[config.mk]
export PLATFORM = sky130hd
export DESIGN_NAME = wb_stage
export DESIGN_NICKNAME = d
export VERILOG_FILES = /design/src/rtl/mips_pkg.sv /design/src/rtl/wb_decode.sv /design/src/rtl/wb_stage.sv
export SDC_FILE = /design/constraint.sdc
export NUM_CORES = 1
export LEC_CHECK = 0
export CAP_MARGIN = 5
export CORE_MARGIN = 2
export CORE_UTILIZATION = 44
export DETAILED_ROUTE_END_ITERATION = 6
export PLACE_DENSITY = 0.79
export SETUP_SLACK_MARGIN = 0.2
export SLEW_MARGIN = 15
export SYNTH_ARGS = -nofsm -noshare
export SYNTH_HDL_FRONTEND = slang
export SYNTH_SLANG_ARGS = --single-unit
[constraint.sdc]
create_clock -name clk -period 3.7 [get_ports clk]
set_input_delay 0.555 -clock clk [delete_from_list [all_inputs] [get_ports clk]]
set_output_delay 0.555 -clock clk [all_outputs]
set_load 0.05 [all_outputs]
[src/rtl/mips_pkg.sv]
// rtl/mips_pkg.sv - opcode/funct constants and write-back select types
package mips_pkg;

    localparam logic [5:0] OP_RTYPE = 6'h00;
    localparam logic [5:0] OP_JAL   = 6'h03;
    localparam logic [5:0] OP_ADDI  = 6'h08;
    localparam logic [5:0] OP_ADDIU = 6'h09;
    localparam logic [5:0] OP_SLTI  = 6'h0a;
    localparam logic [5:0] OP_SLTIU = 6'h0b;
    localparam logic [5:0] OP_ANDI  = 6'h0c;
    localparam logic [5:0] OP_ORI   = 6'h0d;
    localparam logic [5:0] OP_XORI  = 6'h0e;
    localparam logic [5:0] OP_LUI   = 6'h0f;
    localparam logic [5:0] OP_LB    = 6'h20;
    localparam logic [5:0] OP_LH    = 6'h21;
    localparam logic [5:0] OP_LW    = 6'h23;
    localparam logic [5:0] OP_LBU   = 6'h24;
    localparam logic [5:0] OP_LHU   = 6'h25;

    localparam logic [5:0] F_SLL  = 6'h00;
    localparam logic [5:0] F_SRL  = 6'h02;
    localparam logic [5:0] F_SRA  = 6'h03;
    localparam logic [5:0] F_JALR = 6'h09;
    localparam logic [5:0] F_MFHI = 6'h10;
    localparam logic [5:0] F_MFLO = 6'h12;
    localparam logic [5:0] F_ADDU = 6'h21;
    localparam logic [5:0] F_SUBU = 6'h23;
    localparam logic [5:0] F_AND  = 6'h24;
    localparam logic [5:0] F_OR   = 6'h25;
    localparam logic [5:0] F_XOR  = 6'h26;
    localparam logic [5:0] F_NOR  = 6'h27;
    localparam logic [5:0] F_SLT  = 6'h2a;
    localparam logic [5:0] F_SLTU = 6'h2b;

    typedef enum logic [1:0] {
        SRC_ALU,
        SRC_DM,
        SRC_PC8,
        SRC_MD
    } src_sel_t;

    typedef enum logic [2:0] {
        LD_W,
        LD_B,
        LD_BU,
        LD_H,
        LD_HU
    } ld_size_t;

    typedef enum logic [1:0] {
        DST_RD,
        DST_RT,
        DST_RA
    } dst_sel_t;

endpackage

[src/rtl/wb_decode.sv]
// rtl/wb_decode.sv - instruction to write-back control (write, dest, source, load size)
module wb_decode
    import mips_pkg::*;
#(
    parameter int HAS_MD = 1
) (
    input  logic [31:0] instr,
    output logic        write,
    output dst_sel_t    dst,
    output src_sel_t    src,
    output ld_size_t    ld
);

    localparam bit MD_EN = (HAS_MD != 0);

    logic [5:0] op;
    logic [5:0] funct;
    logic       unused_fields;

    assign op            = instr[31:26];
    assign funct         = instr[5:0];
    assign unused_fields = ^instr[25:6];

    always_comb begin
        write = 1'b0;
        dst   = DST_RD;
        src   = SRC_ALU;
        ld    = LD_W;
        case (op)
            OP_RTYPE: begin
                case (funct)
                    F_SLL, F_SRL, F_SRA, F_ADDU, F_SUBU, F_AND, F_OR,
                    F_XOR, F_NOR, F_SLT, F_SLTU: write = 1'b1;
                    F_JALR: begin
                        write = 1'b1;
                        src   = SRC_PC8;
                    end
                    F_MFHI, F_MFLO: begin
                        write = MD_EN;
                        src   = SRC_MD;
                    end
                    default: ;
                endcase
            end
            OP_ADDI, OP_ADDIU, OP_SLTI, OP_SLTIU,
            OP_ANDI, OP_ORI, OP_XORI, OP_LUI: begin
                write = 1'b1;
                dst   = DST_RT;
            end
            OP_LW, OP_LB, OP_LBU, OP_LH, OP_LHU: begin
                write = 1'b1;
                dst   = DST_RT;
                src   = SRC_DM;
                case (op)
                    OP_LB:   ld = LD_B;
                    OP_LBU:  ld = LD_BU;
                    OP_LH:   ld = LD_H;
                    OP_LHU:  ld = LD_HU;
                    default: ld = LD_W;
                endcase
            end
            OP_JAL: begin
                write = 1'b1;
                dst   = DST_RA;
                src   = SRC_PC8;
            end
            default: ;
        endcase
    end

endmodule

[src/rtl/wb_stage.sv]
// rtl/wb_stage.sv - registered M/W stage with load extension and result select
module wb_stage
    import mips_pkg::*;
#(
    parameter int WIDTH  = 32,
    parameter int HAS_MD = 1
) (
    input  logic             clk,
    input  logic             reset,
    input  logic             en_W,
    input  logic             flush_W,
    input  logic [31:0]      instr_M,
    input  logic [WIDTH-1:0] ALUout_M,
    input  logic [WIDTH-1:0] ReadData_M,
    input  logic [WIDTH-1:0] PC8_M,
    input  logic [WIDTH-1:0] MDout_M,
    output logic             RegWrite_W,
    output logic [4:0]       A3_W,
    output logic [WIDTH-1:0] result_W,
    output logic             Tnew_zero_W,
    output logic [31:0]      instr_W
);

    logic [31:0]      instr_q;
    logic [WIDTH-1:0] alu_q;
    logic [WIDTH-1:0] rdata_q;
    logic [WIDTH-1:0] pc8_q;
    logic [WIDTH-1:0] md_q;
    logic             valid_q;

    always_ff @(posedge clk) begin
        if (reset || flush_W) begin
            instr_q <= '0;
            alu_q   <= '0;
            rdata_q <= '0;
            pc8_q   <= '0;
            md_q    <= '0;
            valid_q <= 1'b0;
        end else if (en_W) begin
            instr_q <= instr_M;
            alu_q   <= ALUout_M;
            rdata_q <= ReadData_M;
            pc8_q   <= PC8_M;
            md_q    <= MDout_M;
            valid_q <= 1'b1;
        end
    end

    logic     dec_write;
    dst_sel_t dec_dst;
    src_sel_t dec_src;
    ld_size_t dec_ld;

    wb_decode #(.HAS_MD(HAS_MD)) u_decode (
        .instr (instr_q),
        .write (dec_write),
        .dst   (dec_dst),
        .src   (dec_src),
        .ld    (dec_ld)
    );

    logic [4:0] dest;

    always_comb begin
        dest = instr_q[15:11];
        case (dec_dst)
            DST_RT:  dest = instr_q[20:16];
            DST_RA:  dest = 5'd31;
            default: dest = instr_q[15:11];
        endcase
    end

    assign RegWrite_W  = dec_write & valid_q & (dest != 5'd0);
    assign A3_W        = RegWrite_W ? dest : 5'd0;
    assign Tnew_zero_W = RegWrite_W;
    assign instr_W     = instr_q;

    // Byte lane follows the address low bits; halfword only looks at a[1].
    logic [7:0]       dm_byte;
    logic [15:0]      dm_half;
    logic [WIDTH-1:0] dm_ext;

    assign dm_byte = rdata_q[{alu_q[1:0], 3'b000} +: 8];
    assign dm_half = alu_q[1] ? rdata_q[31:16] : rdata_q[15:0];

    always_comb begin
        dm_ext = rdata_q;
        case (dec_ld)
            LD_B:    dm_ext = {{(WIDTH-8){dm_byte[7]}}, dm_byte};
            LD_BU:   dm_ext = {{(WIDTH-8){1'b0}}, dm_byte};
            LD_H:    dm_ext = {{(WIDTH-16){dm_half[15]}}, dm_half};
            LD_HU:   dm_ext = {{(WIDTH-16){1'b0}}, dm_half};
            default: dm_ext = rdata_q;
        endcase
    end

    logic [WIDTH-1:0] md_val;
    logic [WIDTH-1:0] result_sel;

    assign md_val = (HAS_MD != 0) ? md_q : '0;

    always_comb begin
        result_sel = alu_q;
        case (dec_src)
            SRC_DM:  result_sel = dm_ext;
            SRC_PC8: result_sel = pc8_q;
            SRC_MD:  result_sel = md_val;
            default: result_sel = alu_q;
        endcase
    end

    assign result_W = RegWrite_W ? result_sel : '0;

endmodule

### Word-level counts from Yosys, hierarchy flattened

Cells that the tools add are included.

* equal/unequal tests: 36
* shifts and indexed selects: 1
* mux-type cells: 13
* bitwise operators: 2
* reduce and logical (&&, ||, !) cells: 9

Operators with widths (count)
* one-hot mux 32 bit (4 select lines): 1
* one-hot mux 32 bit (3 select lines): 1
* == test 6 bit (second input constant): 13
* == test 6 x 4 -> 1 bit (second input constant): 9
* two-way mux 32 bit: 1
* variable part select 32 x 6 -> 8 bit: 1
* OR reduction 14 bit: 2
* == test 6 x 2 -> 1 bit (second input constant): 3
* two-way mux 16 bit: 1
* OR reduction 13 bit: 1
* == test 6 x 5 -> 1 bit (second input constant): 2
* zero test 6 bit: 2
* one-hot mux 3 bit (4 select lines): 1
* one-hot mux 5 bit (2 select lines): 1
* one-hot mux 2 bit (2 select lines): 2
* == test 2 bit (second input constant): 3
* == test 3 x 2 -> 1 bit (second input constant): 2
* one-hot mux 2 bit (3 select lines): 1
* two-way mux 5 bit: 1
* nonzero test 5 bit: 1
* OR reduction 5 bit: 1
* == test 2 x 1 -> 1 bit (second input constant): 2
* == test 3 x 1 -> 1 bit (second input constant): 1
* == test 3 bit (second input constant): 1
* 6 further kinds: 7

* bits in registers: 161
* input bits: 164
* output and inout bits: 71
* word-level logic and storage cells: 67

### Depth between registers and ports, before layout

* depth in word-level cells: 8
* mapped depth: 13
* gate-level depth less buffers: 9

### Cells and area by module

Synthesis repeated with hierarchy kept, for this count alone.

* cells, all modules: 905
* area total of the unflattened synthesis: 8139.1 um2

By module, submodules not included
* wb_stage: instances 1, cells an instance 864, area an instance 7898.8 um2, seq. area each 3223.1 um2
* wb_decode: instances 1, cells an instance 41, area an instance 240.2 um2, seq. area each 0.0 um2

### Worst setup path after synthesis

Ideal clock, no wire load.

* kind: reg-to-output
* from: reg instr_q[31], in the netlist instr_W[31]
* to: out result_W[22]
* data arrival time: 3355 ps
* required time: 3145 ps
* path slack: -210 ps
* stages on the path, launching flop included: 13
* path buffers: 4
* path through: dfxtp_1 buf_4 xnor2_1 a311oi_1 ha_1 buf_2 a211oi_1 o22ai_1 or4_1 and3_1 buf_2 buf_4 o211a_1

* longest elaborated chain between the ends: 8
* elaborated cells on any way between the ends: 39
* those cells by class: 23 x eq/ne; 9 x mux; 2 x bitwise; 5 x reduce/logical

RTL lines
* start, declared: RTL line wb_stage.sv:24 `logic [31:0] instr_q;`
* start signal, assigned: RTL line wb_stage.sv:40 `instr_q <= instr_M;`
* == test 6 x 4 -> 1 bit / == test 6 bit (equally long branches): RTL line wb_decode.sv:29 `case (op)`
* OR reduction 13 bit (no source line)
* one-hot mux 2 bit (2 select lines): RTL line wb_decode.sv:29
* == test 2 bit / == test 2 x 1 -> 1 bit (equally long branches): RTL line wb_stage.sv:66 `case (dec_dst)`
* one-hot mux 5 bit (2 select lines): RTL line wb_stage.sv:66
* nonzero test 5 bit: RTL line wb_stage.sv:73 `assign RegWrite_W = dec_write & valid_q & (dest != 5'd0);`
* AND 1 bit (*): RTL line wb_stage.sv:73
* net RegWrite_W: RTL line wb_stage.sv:17 `output logic RegWrite_W,`
* two-way mux 32 bit (*): RTL line wb_stage.sv:112 `assign result_W = RegWrite_W ? result_sel : '0;`
* end, declared: RTL line wb_stage.sv:19 `output logic [WIDTH-1:0] result_W,`

Mark *: on every way through the listed nets, which the timed path passes. The rest lies on a longest branch.

### Final worst setup path

* from: reg instr_q[31], in the netlist instr_W[31]
* to: out result_W[15]

* longest elaborated chain between the ends: 8
* elaborated cells on any way between the ends: 39
* those cells by class: 23 x eq/ne; 9 x mux; 2 x bitwise; 5 x reduce/logical

RTL lines (RTL line)
* == test 6 x 4 -> 1 bit, or another cell as far along: wb_decode.sv:29
* OR reduction 13 bit (no source line)
* one-hot mux 2 bit (2 select lines): wb_decode.sv:29
* == test 2 bit / == test 2 x 1 -> 1 bit (equally long branches): wb_stage.sv:66
* one-hot mux 5 bit (2 select lines): wb_stage.sv:66
* nonzero test 5 bit: wb_stage.sv:73
* AND 1 bit: wb_stage.sv:73
* two-way mux 32 bit (*): wb_stage.sv:112

Mark *: on every way between the ends. The rest lies on a longest branch, timed or not.

==> impl_metrics.env <==
export IMPL_outcome="finished, violations left"
export IMPL_violations="negative setup slack"
export IMPL_drcViolationCount=0
export IMPL_cp_end_kind="primary output"
export IMPL_fin_ws_ns=-0.0305
export IMPL_gr_usage_all_layers_pct=26.1
export IMPL_cts_sinks=161
export IMPL_arrival_ns=3.18
export IMPL_grt_max_degree=91
export IMPL_wl_per_cell_um=18.9
export IMPL_syn_avg_cell_area_um2=9.11
export IMPL_rsz0062_at_grt="true"
export IMPL_fin_crit_ns=3.73
export IMPL_worst_pin_slew_ns=1.00
export IMPL_ys_ff_latch=161
export IMPL_dp_hpwl_um=17000
export IMPL_ys_warn_count=0
export IMPL_viasPerCell=5.52
export IMPL_ir_drop_uv=319
export IMPL_criticalPathCategory="register to primary output"
export IMPL_cp_start_kind="register"
export IMPL_diodes=0
export IMPL_fin_crit_sh_pct=101
export IMPL_antenna_found_initial=0
export IMPL_slew_violations=0
export IMPL_syn_to_final_growth_pct=47.8
export IMPL_hp_class="register to register"
export IMPL_slew_headroom_pct=32.9
export IMPL_grt_pass1_wl_um=37600
export IMPL_routabilityCongestion=0.815
export IMPL_seq_area_frac_synth_pct=41.9
export IMPL_firstDrtPassIters=4
export IMPL_setup_viol=21
export IMPL_first_iter_violations=510
export IMPL_hold_viol=0
export IMPL_maxCapViolCount=0
export IMPL_cts_hold_buf=0
export IMPL_postSynthCellCount=845
export IMPL_synth_area_leader_cell="dfxtp_1"
export IMPL_synth_top_cells_by_count="nor2_1 (175), mux2i_1 (162), dfxtp_1 (161)"
export IMPL_syn_area_um2=7700
export IMPL_die_w_um=136
export IMPL_grt_pass1_vias=6886
export IMPL_clock_path_buffers=2
export IMPL_core_um2=17200
export IMPL_htreeDepth=4
export IMPL_finClkSkew_ns=0
export IMPL_num_rows=48
export IMPL_clkTransAtPathRegs_ns=0.06
export IMPL_die_y_um=136
export IMPL_synth_enable_flop_cells=0
export IMPL_io_pins=235
export IMPL_cts_buffers=17
export IMPL_layout_cells_non_filler=1289
export IMPL_clk_latency_ns=0.42
export IMPL_required_ns=3.14
export IMPL_syn_num_nets=1011
export IMPL_crit_path_max_incr_delay_ns=0.52
export IMPL_pre_cts_ws_ns=0.0713
export IMPL_synthArstFlopShare_pct=0
export IMPL_whs_ns=0.487
export IMPL_die_area_um2=18600
export IMPL_cts_tree="yes"
export IMPL_synthFlopType="dfxtp_1"
export IMPL_postRouteAntennaNets=0
export IMPL_nNetsFinal=1217
export IMPL_cp_slowest_cell="or4_1"
export IMPL_port_buffers=234
export IMPL_crit_fanout=20
export IMPL_crit_top_cell="buf_12"
export IMPL_crit_chain="or3_4 > nor2_4 > inv_2 > ha_4 > nor2b_4 > o22ai_1 > or4_1 > and3_4 > buf_12 > o211a_2 > buf_12"
export IMPL_utilization_pct=66.3
export IMPL_post_synth_top_count_cell="nor2_1"
export IMPL_place_inst=1250
export IMPL_synth_cell_types=52
export IMPL_cts_root_buf="clkbuf_16"
export IMPL_drive_above_1_share_pct=15.5
export IMPL_via_count=7121
export IMPL_overflow=0
export IMPL_totalPowerFinal_mw=4.23
export IMPL_yosys_top_cells_area="dfxtp_1 (42%), mux2i_1 (21%), nor2_1 (8.5%)"
export IMPL_start_util_pct=44.8
export IMPL_leakage_nw=4.48
export IMPL_fmax_mhz=268
export IMPL_yosysTopAreaCellShare_pct=41.9
export IMPL_wirelength_um=24400
export IMPL_pwr_density_cell_nw_per_um2=372
==> what timing repair did <==
item / CTS / global route
resized for setup: 13 / 6
pin swaps: 4 / 2
endpoints found under the setup margin: 34 / 34
buffers inserted: 7 / 0
==> cells in the final DEF, fill, tap and decap left out, drive strengths merged, types with 4 or more instances in the layout <==
| cell | synthesis | routed |
|---|---|---|
| o2111ai | 34 | 34 |
| buf | 32 | 70 |
| nor3 | 5 | 5 |
| mux2 | 7 | 7 |
| a311oi | 6 | 6 |
| nor2 | 175 | 175 |
| nor4bb | 6 | 6 |
| clkdlybuf4s50 | 0 | 194 |
| a21oi | 12 | 12 |
| inv | 26 | 27 |
| o21ai | 17 | 17 |
| dfxtp | 161 | 161 |
| o221ai | 15 | 15 |
| nand3b | 4 | 4 |
| nor4b | 6 | 6 |
| o211a | 33 | 33 |
| mux2i | 162 | 162 |
| clkinv | 0 | 4 |
| nand2 | 37 | 37 |
| nor2b | 5 | 5 |
| nand3 | 18 | 18 |
| clkbuf | 45 | 24 |
==> cell type report <==
type                       instances  area (µm²)
multi-input combinational        581        4250
timing repair buffer             264        2940
tap                              225         282
clock inverter                     8        75.1
fill                            1416        5790
inverter                          26        97.6
clock buffer                      24         512
sequential                       161        3230
==> layer usage <==
metal / vias to the layer above / part of all wire (%) / global-route usage, %
met5: - / 0 / 0
met4: 0 / 1.6 / 7.35
met3: 29 / 8.1 / 7.83
met2: 250 / 48 / 43.2
met1: 3419 / 42 / 32.8
li1: 3423 / - / -
==> kinds of logic after synthesis <==
group / Yosys count / share of synthesized area, %
simple gates: 278 / 16.2
compound gates: 131 / 13.9
xor+xnor: 1 / 0.114
flops: 161 / 41.9
mux: 169 / 22.1
buf+inv: 103 / 5.54
fa+ha+maj: 2 / 0.325
==> flip-flops by register name (all words and copies together) (netlist names) <==
register	count
md_q	32
valid_q	1
instr_W	32
rdata_q	32
alu_q	32
pc8_q	32
==> final timing paths <==
check	start	to	slack, ns	depth (start not counted)
worst min-delay path	valid_q$_SDFFE_PP0P_	valid_q$_SDFFE_PP0P_	0.49	2
worst min register to register	valid_q$_SDFFE_PP0P_	valid_q$_SDFFE_PP0P_	0.49	2
worst max-delay path	instr_W[31]$_SDFFE_PP0P_	result_W[15]	-0.03	11
worst max register to register	instr_W[26]$_SDFFE_PP0P_	instr_W[26]$_SDFFE_PP0P_	2.67	3
==> per-stage QoR <==
stage | setup TNS, ns | area [µm²]
2_1_floorplan | 0 | 7820
3_3_place_gp | 0 | 10700
3_5_place_dp | 0 | 10700
4_1_cts | -0.538 | 11400
5_1_grt | -2.81 | 11400
6_report | -0.381 | 11400
==> critical path: cells and delay by family (launching register included) <==
family	cells	cell delay (ns)
AO/OA/AOI/OAI	2	0.25
buffers and inverters	3	0.36
AND/OR/NAND/NOR	5	1.42
flip-flops	1	0.37
adder cells (fa/ha/maj)	1	0.33
==> report_power, final <==
group,switching (mW),internal [mW]
clock,0.719,1.03
combinational,0.306,0.340
sequential,0.0450,1.79
No activity file was read; power rests on OpenSTA's default activity.
